==> src/rtl/pe_feeder_if.sv <==
// Operand-feeder bus: job request, operand RAM read port and array lane outputs.
// master = the feeder, slave = job issuer / RAM / array side.
interface pe_feeder_if #(
  parameter int LANES = 4,
  parameter int AW    = 8,
  parameter int KW    = 8
);
  logic                  start;
  logic [AW-1:0]         base_addr;
  logic [KW-1:0]         k_len;
  logic                  rd_en;
  logic [AW-1:0]         rd_addr;
  logic [LANES-1:0][7:0] rd_data;
  logic [LANES-1:0]      lane_vld;
  logic [LANES-1:0][7:0] lane_data;
  logic                  pe_en;
  logic                  busy;
  logic                  done;

  modport master (
    input  start, base_addr, k_len, rd_data,
    output rd_en, rd_addr, lane_vld, lane_data, pe_en, busy, done
  );

  modport slave (
    output start, base_addr, k_len, rd_data,
    input  rd_en, rd_addr, lane_vld, lane_data, pe_en, busy, done
  );
endinterface

==> src/rtl/pe_feeder.sv <==
// Systolic-array edge feeder: reads k_len operand vectors and streams them per lane.
// Optional macro PE_FEEDER_SKEW_EN delays lane i by i cycles for diagonal arrival.
module pe_feeder_lane #(
  parameter int DEPTH = 0
) (
  input  logic       clk,
  input  logic       rst_n,
  input  logic       in_vld,
  input  logic [7:0] in_data,
  output logic       out_vld,
  output logic [7:0] out_data
);
  logic [DEPTH:0]      vld_pipe;
  logic [DEPTH:0][7:0] data_pipe;

  // Data stages only capture on a valid; valid bits always shift.
  always_ff @(posedge clk) begin
    if (!rst_n) begin
      vld_pipe  <= '0;
      data_pipe <= '0;
    end else begin
      vld_pipe[0] <= in_vld;
      if (in_vld) data_pipe[0] <= in_data;
      for (int s = 1; s <= DEPTH; s++) begin
        vld_pipe[s] <= vld_pipe[s-1];
        if (vld_pipe[s-1]) data_pipe[s] <= data_pipe[s-1];
      end
    end
  end

  assign out_vld  = vld_pipe[DEPTH];
  assign out_data = data_pipe[DEPTH];
endmodule

module pe_feeder #(
  parameter int LANES = 4,
  parameter int AW    = 8,
  parameter int KW    = 8
) (
  input  logic        clk,
  input  logic        rst_n,
  pe_feeder_if.master bus
);
`ifdef PE_FEEDER_SKEW_EN
  localparam bit SKEW = 1'b1;
`else
  localparam bit SKEW = 1'b0;
`endif
  // Drain must outlast the deepest lane pipeline before done is raised.
  localparam int DRAIN_LEN = SKEW ? LANES + 1 : 2;
  localparam int DW        = $clog2(DRAIN_LEN + 1);

  typedef enum logic [1:0] {IDLE, READ, DRAIN, DONE} state_t;
  typedef struct packed {
    logic [AW-1:0] base;
    logic [KW-1:0] len;
  } job_t;

  state_t        state, state_nx;
  job_t          job;
  logic [KW-1:0] cnt;
  logic [DW-1:0] dcnt;
  logic          rvld;
  logic          last_rd, last_drain;

  assign last_rd    = (cnt == job.len - KW'(1));
  assign last_drain = (dcnt == DW'(DRAIN_LEN - 1));

  always_ff @(posedge clk) begin
    if (!rst_n) state <= IDLE;
    else        state <= state_nx;
  end

  always_comb begin
    state_nx    = state;
    bus.rd_en   = 1'b0;
    bus.rd_addr = '0;
    bus.pe_en   = 1'b0;
    bus.busy    = 1'b1;
    bus.done    = 1'b0;
    unique case (state)
      IDLE: begin
        bus.busy = 1'b0;
        if (bus.start) state_nx = (bus.k_len != '0) ? READ : DONE;
      end
      READ: begin
        bus.rd_en   = 1'b1;
        bus.rd_addr = job.base + AW'(cnt);
        bus.pe_en   = 1'b1;
        if (last_rd) state_nx = DRAIN;
      end
      DRAIN: begin
        bus.pe_en = 1'b1;
        if (last_drain) state_nx = DONE;
      end
      DONE: begin
        bus.done = 1'b1;
        state_nx = IDLE;
      end
      default: state_nx = IDLE;
    endcase
  end

  always_ff @(posedge clk) begin
    if (!rst_n) begin
      job  <= '0;
      cnt  <= '0;
      dcnt <= '0;
      rvld <= 1'b0;
    end else begin
      // rvld lines up with rd_data, which the RAM returns one cycle after rd_en.
      rvld <= (state == READ);
      if (state == IDLE && bus.start) job <= '{base: bus.base_addr, len: bus.k_len};
      cnt  <= (state == READ  && !last_rd)    ? cnt + KW'(1)  : '0;
      dcnt <= (state == DRAIN && !last_drain) ? dcnt + DW'(1) : '0;
    end
  end

  for (genvar i = 0; i < LANES; i++) begin : g_lane
    pe_feeder_lane #(.DEPTH(SKEW ? i : 0)) u_lane (
      .clk      (clk),
      .rst_n    (rst_n),
      .in_vld   (rvld),
      .in_data  (bus.rd_data[i]),
      .out_vld  (bus.lane_vld[i]),
      .out_data (bus.lane_data[i])
    );
  end
endmodule

==> src/flat_wrapper.sv <==
// flat-port wrapper written by rule: the top's interface ports become plain ports
module pe_feeder_flat 
#(
  parameter int LANES = 4,
  parameter int AW    = 8,
  parameter int KW    = 8
)
  (clk, rst_n, bus_start, bus_base_addr, bus_k_len, bus_rd_data, bus_rd_en, bus_rd_addr, bus_lane_vld, bus_lane_data, bus_pe_en, bus_busy, bus_done);
  pe_feeder_if #(.LANES(LANES), .AW(AW), .KW(KW)) bus_i ();
  input  logic clk;
  input  logic rst_n;
  input wire logic [$bits(bus_i.start)-1:0] bus_start;
  input wire logic [$bits(bus_i.base_addr)-1:0] bus_base_addr;
  input wire logic [$bits(bus_i.k_len)-1:0] bus_k_len;
  input wire logic [$bits(bus_i.rd_data)-1:0] bus_rd_data;
  output wire logic [$bits(bus_i.rd_en)-1:0] bus_rd_en;
  output wire logic [$bits(bus_i.rd_addr)-1:0] bus_rd_addr;
  output wire logic [$bits(bus_i.lane_vld)-1:0] bus_lane_vld;
  output wire logic [$bits(bus_i.lane_data)-1:0] bus_lane_data;
  output wire logic [$bits(bus_i.pe_en)-1:0] bus_pe_en;
  output wire logic [$bits(bus_i.busy)-1:0] bus_busy;
  output wire logic [$bits(bus_i.done)-1:0] bus_done;
  assign bus_i.start = bus_start;
  assign bus_i.base_addr = bus_base_addr;
  assign bus_i.k_len = bus_k_len;
  assign bus_i.rd_data = bus_rd_data;
  assign bus_rd_en = bus_i.rd_en;
  assign bus_rd_addr = bus_i.rd_addr;
  assign bus_lane_vld = bus_i.lane_vld;
  assign bus_lane_data = bus_i.lane_data;
  assign bus_pe_en = bus_i.pe_en;
  assign bus_busy = bus_i.busy;
  assign bus_done = bus_i.done;
  pe_feeder #(.LANES(LANES), .AW(AW), .KW(KW)) u_core (.clk(clk), .rst_n(rst_n), .bus(bus_i));
endmodule
==> config.mk <==
export PLATFORM = sky130hd
export DESIGN_NAME = pe_feeder_flat
export DESIGN_NICKNAME = d
export VERILOG_FILES = /design/src/rtl/pe_feeder_if.sv /design/src/rtl/pe_feeder.sv /design/src/flat_wrapper.sv
export SDC_FILE = /design/constraint.sdc
export NUM_CORES = 1
export LEC_CHECK = 0
export CORE_UTILIZATION = 47
export CTS_BUF_LIST = sky130_fd_sc_hd__clkbuf_4
export DETAILED_ROUTE_END_ITERATION = 10
export HOLD_SLACK_MARGIN = 0.05
export PLACE_DENSITY = 0.82
export SYNTH_ARGS = -nofsm -noshare
export SYNTH_HDL_FRONTEND = slang
export SYNTH_SLANG_ARGS = --single-unit
==> constraint.sdc <==
create_clock -name clk -period 2.5 [get_ports clk]
set_input_delay 0.25 -clock clk [delete_from_list [all_inputs] [get_ports clk]]
set_output_delay 0.25 -clock clk [all_outputs]
set_load 0.03 [all_outputs]
# After elaboration in Yosys (flattened, before gate mapping)
# Index checks and enable logic that the tools add are counted.
[classes]
muxes = 10
n_reduce_logical = 11
n_eq_ne = 8
n_addsub = 4
[ops]
columns = ["cell", "count"]
rows = [
  ["adder 8 x 1 -> 8 bit (second input constant)", 1],
  ["adder 8 bit", 1],
  ["== test 8 bit", 1],
  ["2-to-1 mux 2 bit", 4],
  ["2-to-1 mux 8 bit", 1],
  ["one-hot mux 2 bit (4 select lines)", 1],
  ["nonzero test 8 bit", 1],
  ["subtractor 8 x 1 -> 8 bit (second input constant)", 1],
  ["== test 2 x 1 -> 1 bit (second input constant)", 2],
  ["== test 2 bit (second input constant)", 2],
  ["2-to-1 mux 1 bit", 4],
  ["inequality test 2 x 1 -> 1 bit (second input constant)", 2],
  ["AND reduction 2 bit", 2],
  ["logical AND 1 bit", 3],
  ["AND reduction 3 bit", 1],
  ["adder 2 x 1 -> 2 bit (second input constant)", 1],
  ["zero test 1 bit", 2],
  ["zero test 2 bit", 1],
  ["inequality test 2 bit (second input constant)", 1],
  ["OR reduction 2 bit", 1],
]
[word_totals]
output_inout_bits = 48
regBits = 62
input_bits = 51

# Logic depth before layout (Yosys ltp)
[logic_depth]
word_depth = 5
mapped_depth = 8
depth_no_buf = 8

# Hierarchy
# From an unflattened synthesis, not the netlist that was laid out.
[hier_totals]
hier_cells = 314
hier_area_um2 = 3046.7
[by_module_without_submodules]
columns = ["module", "n_inst", "cells_each", "area_each_um2"]
rows = [
  ["pe_feeder", 1, 206, 1730.4],
  ["pe_feeder_lane", 4, 27, 329.1],
]

# Worst setup path after synthesis
# No wires, ideal clock.
[synth_timing]
path_type = "register to output"
startpoint = "register u_core.cnt[0]"
endpoint = "output port bus_rd_addr[6]"
n_path_buf = 0
path_stages_with_launch = 9
setup_slack_ps = 274
t_required_ps = 2250
arrival_time_ps = 1976
path_cell_list = "dfxtp_1 -> ha_1 -> fa_1 -> a21o_1 -> a21oi_1 -> o21bai_1 -> a21oi_1 -> xnor2_1 -> and2_1"
[synth_between]
elab_chain_cells = 2
[synth_lines]
columns = ["item", "line_no", "text"]
rows = [
  ["start: declaration", "pe_feeder.sv:61", "logic [KW-1:0] cnt;"],
  ["start signal: assignment", "pe_feeder.sv:114", "cnt <= (state == READ && !last_rd) ? cnt + KW'(1) : '0;"],
  ["adder 8 bit", "pe_feeder.sv:88", "bus.rd_addr = job.base + AW'(cnt);"],
  ["2-to-1 mux 8 bit", "pe_feeder.sv:81", "unique case (state)"],
  ["end: declaration", "flat_wrapper.sv:17", "output wire logic [$bits(bus_i.rd_addr)-1:0] bus_rd_addr;"],
]
# No other way between the ends.

# Worst setup path in the final report
# Ends and elaborated chain as after synthesis.

==> impl_metrics.ini <==
[outcome]
status = finished clean

[clock_network]
cts_max_level = 3
cts_sinks = 62
clock_path_buffers = 2
cts_buffers = 9
clkTransAtPathRegs_ps = 100
cts_tree = done
clk_latency_ps = 400
clockRootBuffer = clkbuf_4

[yosys]
yosysSeqAreaShare_pct = 41.6
synth_nets = 385
synth-main-ff-cell = dfxtp_1
synthTopCellsByArea = dfxtp_1, mux2i_1, nor2b_1
synth_xor_area_share_pct = 6.45
netlist_instances = 318
yosys-mux-area-fraction_pct = 11.4
synthAdderAreaFrac_pct = 6.95
synth.distinct_cells = 38
async_reset_ff_share_pct = 0
synth_edf_count = 0
yosys_warnings = 0
synth.top_cell.area_share_pct = 41.6
synth-simple-area-share_pct = 20.6
yosysTopAreaCell = dfxtp_1
synthesis.area_um2 = 2990
synth_top_family_by_area = simple AND/OR/NAND/NOR gates
syn_area_per_cell_um2 = 9.39
ys_ff_latch = 62
synth_compound_area_share_pct = 8.84

[route]
drtPass1Iterations = 4
antenna_left = 0
drc_errors = 0
post_drt_wl_per_cell_um = 13.9
wirelength_um = 6930
vias = 2512
avgViaCountPerCell = 5.05
first_iter_violations = 79

[timing]
fin_crit_sh_pct = 100
worstMarginPinSlew_ps = 574
finalClockSkew_ps = 7.88
slew_headroom_pct = 61.7
finalHoldViolCount = 0
setup_violations = 0
fin_crit_ps = 2500
fmax_mhz = 400
setup_slack_ps = 0.780
maxSlewViolCount = 0
rsz0062_at_grt = true

[final_layout]
nets = 485
fill_cells = 496
fin_area_um2 = 4230
area_delta_synth_final_pct = 41.7
antenna_cells = 0
drive_above_1_share_pct = 10.4

[power_and_ir_drop]
finalPower_mw = 3.22
power_frac_seq_pct = 38.5
p_switching_mw = 1.13
power_density_nw_per_um2 = 761
clkPwrFrac_pct = 23.8
share_comb_of_total_power_pct = 37.8
p_int_mw = 2.09
ir_drop_uv = 709
switching_share_pct = 35.2
leakage_nw = 1.62

[global_route]
grt_use_total_pct = 22.0
first_global_vias = 2520
grt_pass1_wl_um = 10900
antenna_found_initial = 0
grt_max_degree = 38
overflow = 0

[critical_path]
crit_type = register to primary output
cp_common_cell = a21oi_2
r2r_end = u_core.state[0]$_SDFFE_PN0P_
r2r.worst_path.cells = 8
worstSetupStartpointType = register
critical-path-slowest-cell = dfxtp_4
required_ps = 2250
reg2reg_from = u_core.job[0]$_SDFFE_PN0P_
cp_max_fo = 3
r2r_slack_ps = 160
cpPeakStageDelay_ps = 370
arrival_ps = 2250
worstSetupEndpointType = primary output
worstPathCellList = ha_4 -> fa_2 -> a21o_1 -> a21oi_2 -> o21bai_1 -> a21oi_2 -> xnor2_1 -> and2_1 -> buf_6

[floorplan]
core_um2 = 6030
rows = 28
dieArea_um2 = 6680
die_h_um = 81.7
die_w_um = 81.7
io_pins = 99
start_util_pct = 49.6

[min_path]
min_from = bus_base_addr[7]
hold_path_class = primary input to register
hold_path_depth = 3
whs_endpoint = u_core.job[15]$_SDFFE_PN0P_

[placement]
hpwl_um = 5110
gp_congestion = 0.801
port_buffers = 98
dpl_cell_area_um2 = 4010
pre_cts_ws_ps = 123

[run]
drv_cap = 0
power by group through the flow:
stage / Clock, mW / Sequential (mW) / Combinational, mW
floorplan: 0 / 1.34 / 0.673
global placement: 0 / 1.25 / 1.16
detailed placement: 0 / 1.26 / 1.19
CTS: 0.777 / 1.24 / 1.19
global route: 0.832 / 1.26 / 1.31
finish: 0.765 / 1.24 / 1.22
critical path, delay by kind of cell, from the launching register on:
family	cells	cell delay [ps]
and+or+nand+nor	1	150
AOI/OAI and AO/OA	4	590
xor gates and xnor gates	1	120
adders and majority gates	2	510
buffers and inverters	1	130
DFF	1	370
placed cells by master (no fill, tap or decap), types with 6 or more instances in the layout:
cell / n
clkdlybuf4s50_1: 91
ha_1: 12
xor2_1: 7
dfxtp_1: 58
clkbuf_4: 10
xnor2_1: 15
buf_4: 10
mux2i_1: 34
nand3_1: 6
inv_1: 12
nor2_1: 14
nand2_1: 40
a21boi_0: 16
and2_1: 11
nor2b_1: 33
cell usage after synthesis (2+ instances only):
| cell | number |
|---|---|
| nor2_1 | 14 |
| a21o_1 | 2 |
| a21boi_0 | 16 |
| buf_4 | 4 |
| inv_1 | 12 |
| nand2_1 | 40 |
| mux2i_1 | 34 |
| nor3_2 | 2 |
| o21bai_1 | 2 |
| xnor2_1 | 15 |
| nand3_1 | 6 |
| and2_1 | 11 |
| and3_1 | 2 |
| dfxtp_1 | 62 |
| ha_1 | 15 |
| clkbuf_1 | 12 |
| nor3_1 | 3 |
| nor2b_1 | 33 |
| nor4_1 | 2 |
| a21oi_1 | 4 |
| o21ai_0 | 4 |
| xor2_1 | 7 |
layout make-up:
class	instances	area, µm²	area share [%]
clock buffers	10	75.1	1.77
flip-flops and latches	62	1250	29.6
clock inverters	5	75.1	1.77
well taps	75	93.8	2.22
inverters	12	45.0	1.06
repair buffers	106	1030	24.5
multi-input cells	227	1660	39.1
cell families (layout without fill, tap and decap cells):
group | after synthesis | in the layout
compound gates | 36 | 36
simple gates | 119 | 119
xor+xnor | 22 | 22
fa+ha+maj | 16 | 16
flops | 62 | 62
mux | 34 | 34
buf+inv | 29 | 133
worst max path at each step:
stage / slack, ps / startpoint / end
6_report: 0.8 / u_core.cnt[0]$_SDFF_PN0_ / bus_rd_addr[6]
3_3_place_gp: 190 / u_core.cnt[0]$_SDFF_PN0_ / bus_rd_addr[6]
4_1_cts: -130 / u_core.cnt[0]$_SDFF_PN0_ / bus_rd_addr[6]
2_1_floorplan: 270 / u_core.cnt[0]$_SDFF_PN0_ / bus_rd_addr[6]
5_1_grt: -130 / u_core.cnt[0]$_SDFF_PN0_ / bus_rd_addr[6]
3_5_place_dp: 120 / u_core.job[0]$_SDFFE_PN0P_ / u_core.state[0]$_SDFFE_PN0P_
sequential cells by signal (all words and copies together), names as in the netlist:
name,flops
u_core.g_lane.u_lane.out_data,32
u_core.job,16
u_core.cnt,8
u_core.dcnt,2
u_core.state,2
u_core.g_lane.u_lane.out_vld,1
u_core.rvld,1
layer usage:
| layer | global-route usage (%) | up-vias | wire [µm] |
|---|---|---|---|
| met4 | 12.8 | 0 | 193 |
| met5 | 0 | - | 0 |
| li1 | - | 1252 | - |
| met3 | 6.56 | 16 | 424 |
| met2 | 38.3 | 78 | 3530 |
| met1 | 23.5 | 1166 | 2780 |
stage by stage:
| stage | util, % | hold WS [ps] | TNS, ps | instances |
|---|---|---|---|---|
| floorplan | - | 395 | 0 | 318 |
| global placement | 66.5 | 407 | 0 | 479 |
| detailed placement | 66.5 | 426 | 0 | 479 |
| CTS | 69.2 | 380 | -152 | 494 |
| global route | 70.2 | 378 | -251 | 497 |
| finish | 70.2 | 400 | 0 | 497 |
what timing repair did:
action | in CTS | in global routing
resized for setup | 7 | 13
hold buffers | 0 | 0
pin swaps | 1 | 8
setup buffers | 0 | 3
setup endpoints to repair | 7 | 6
Power figures use the tool's default switching activity.
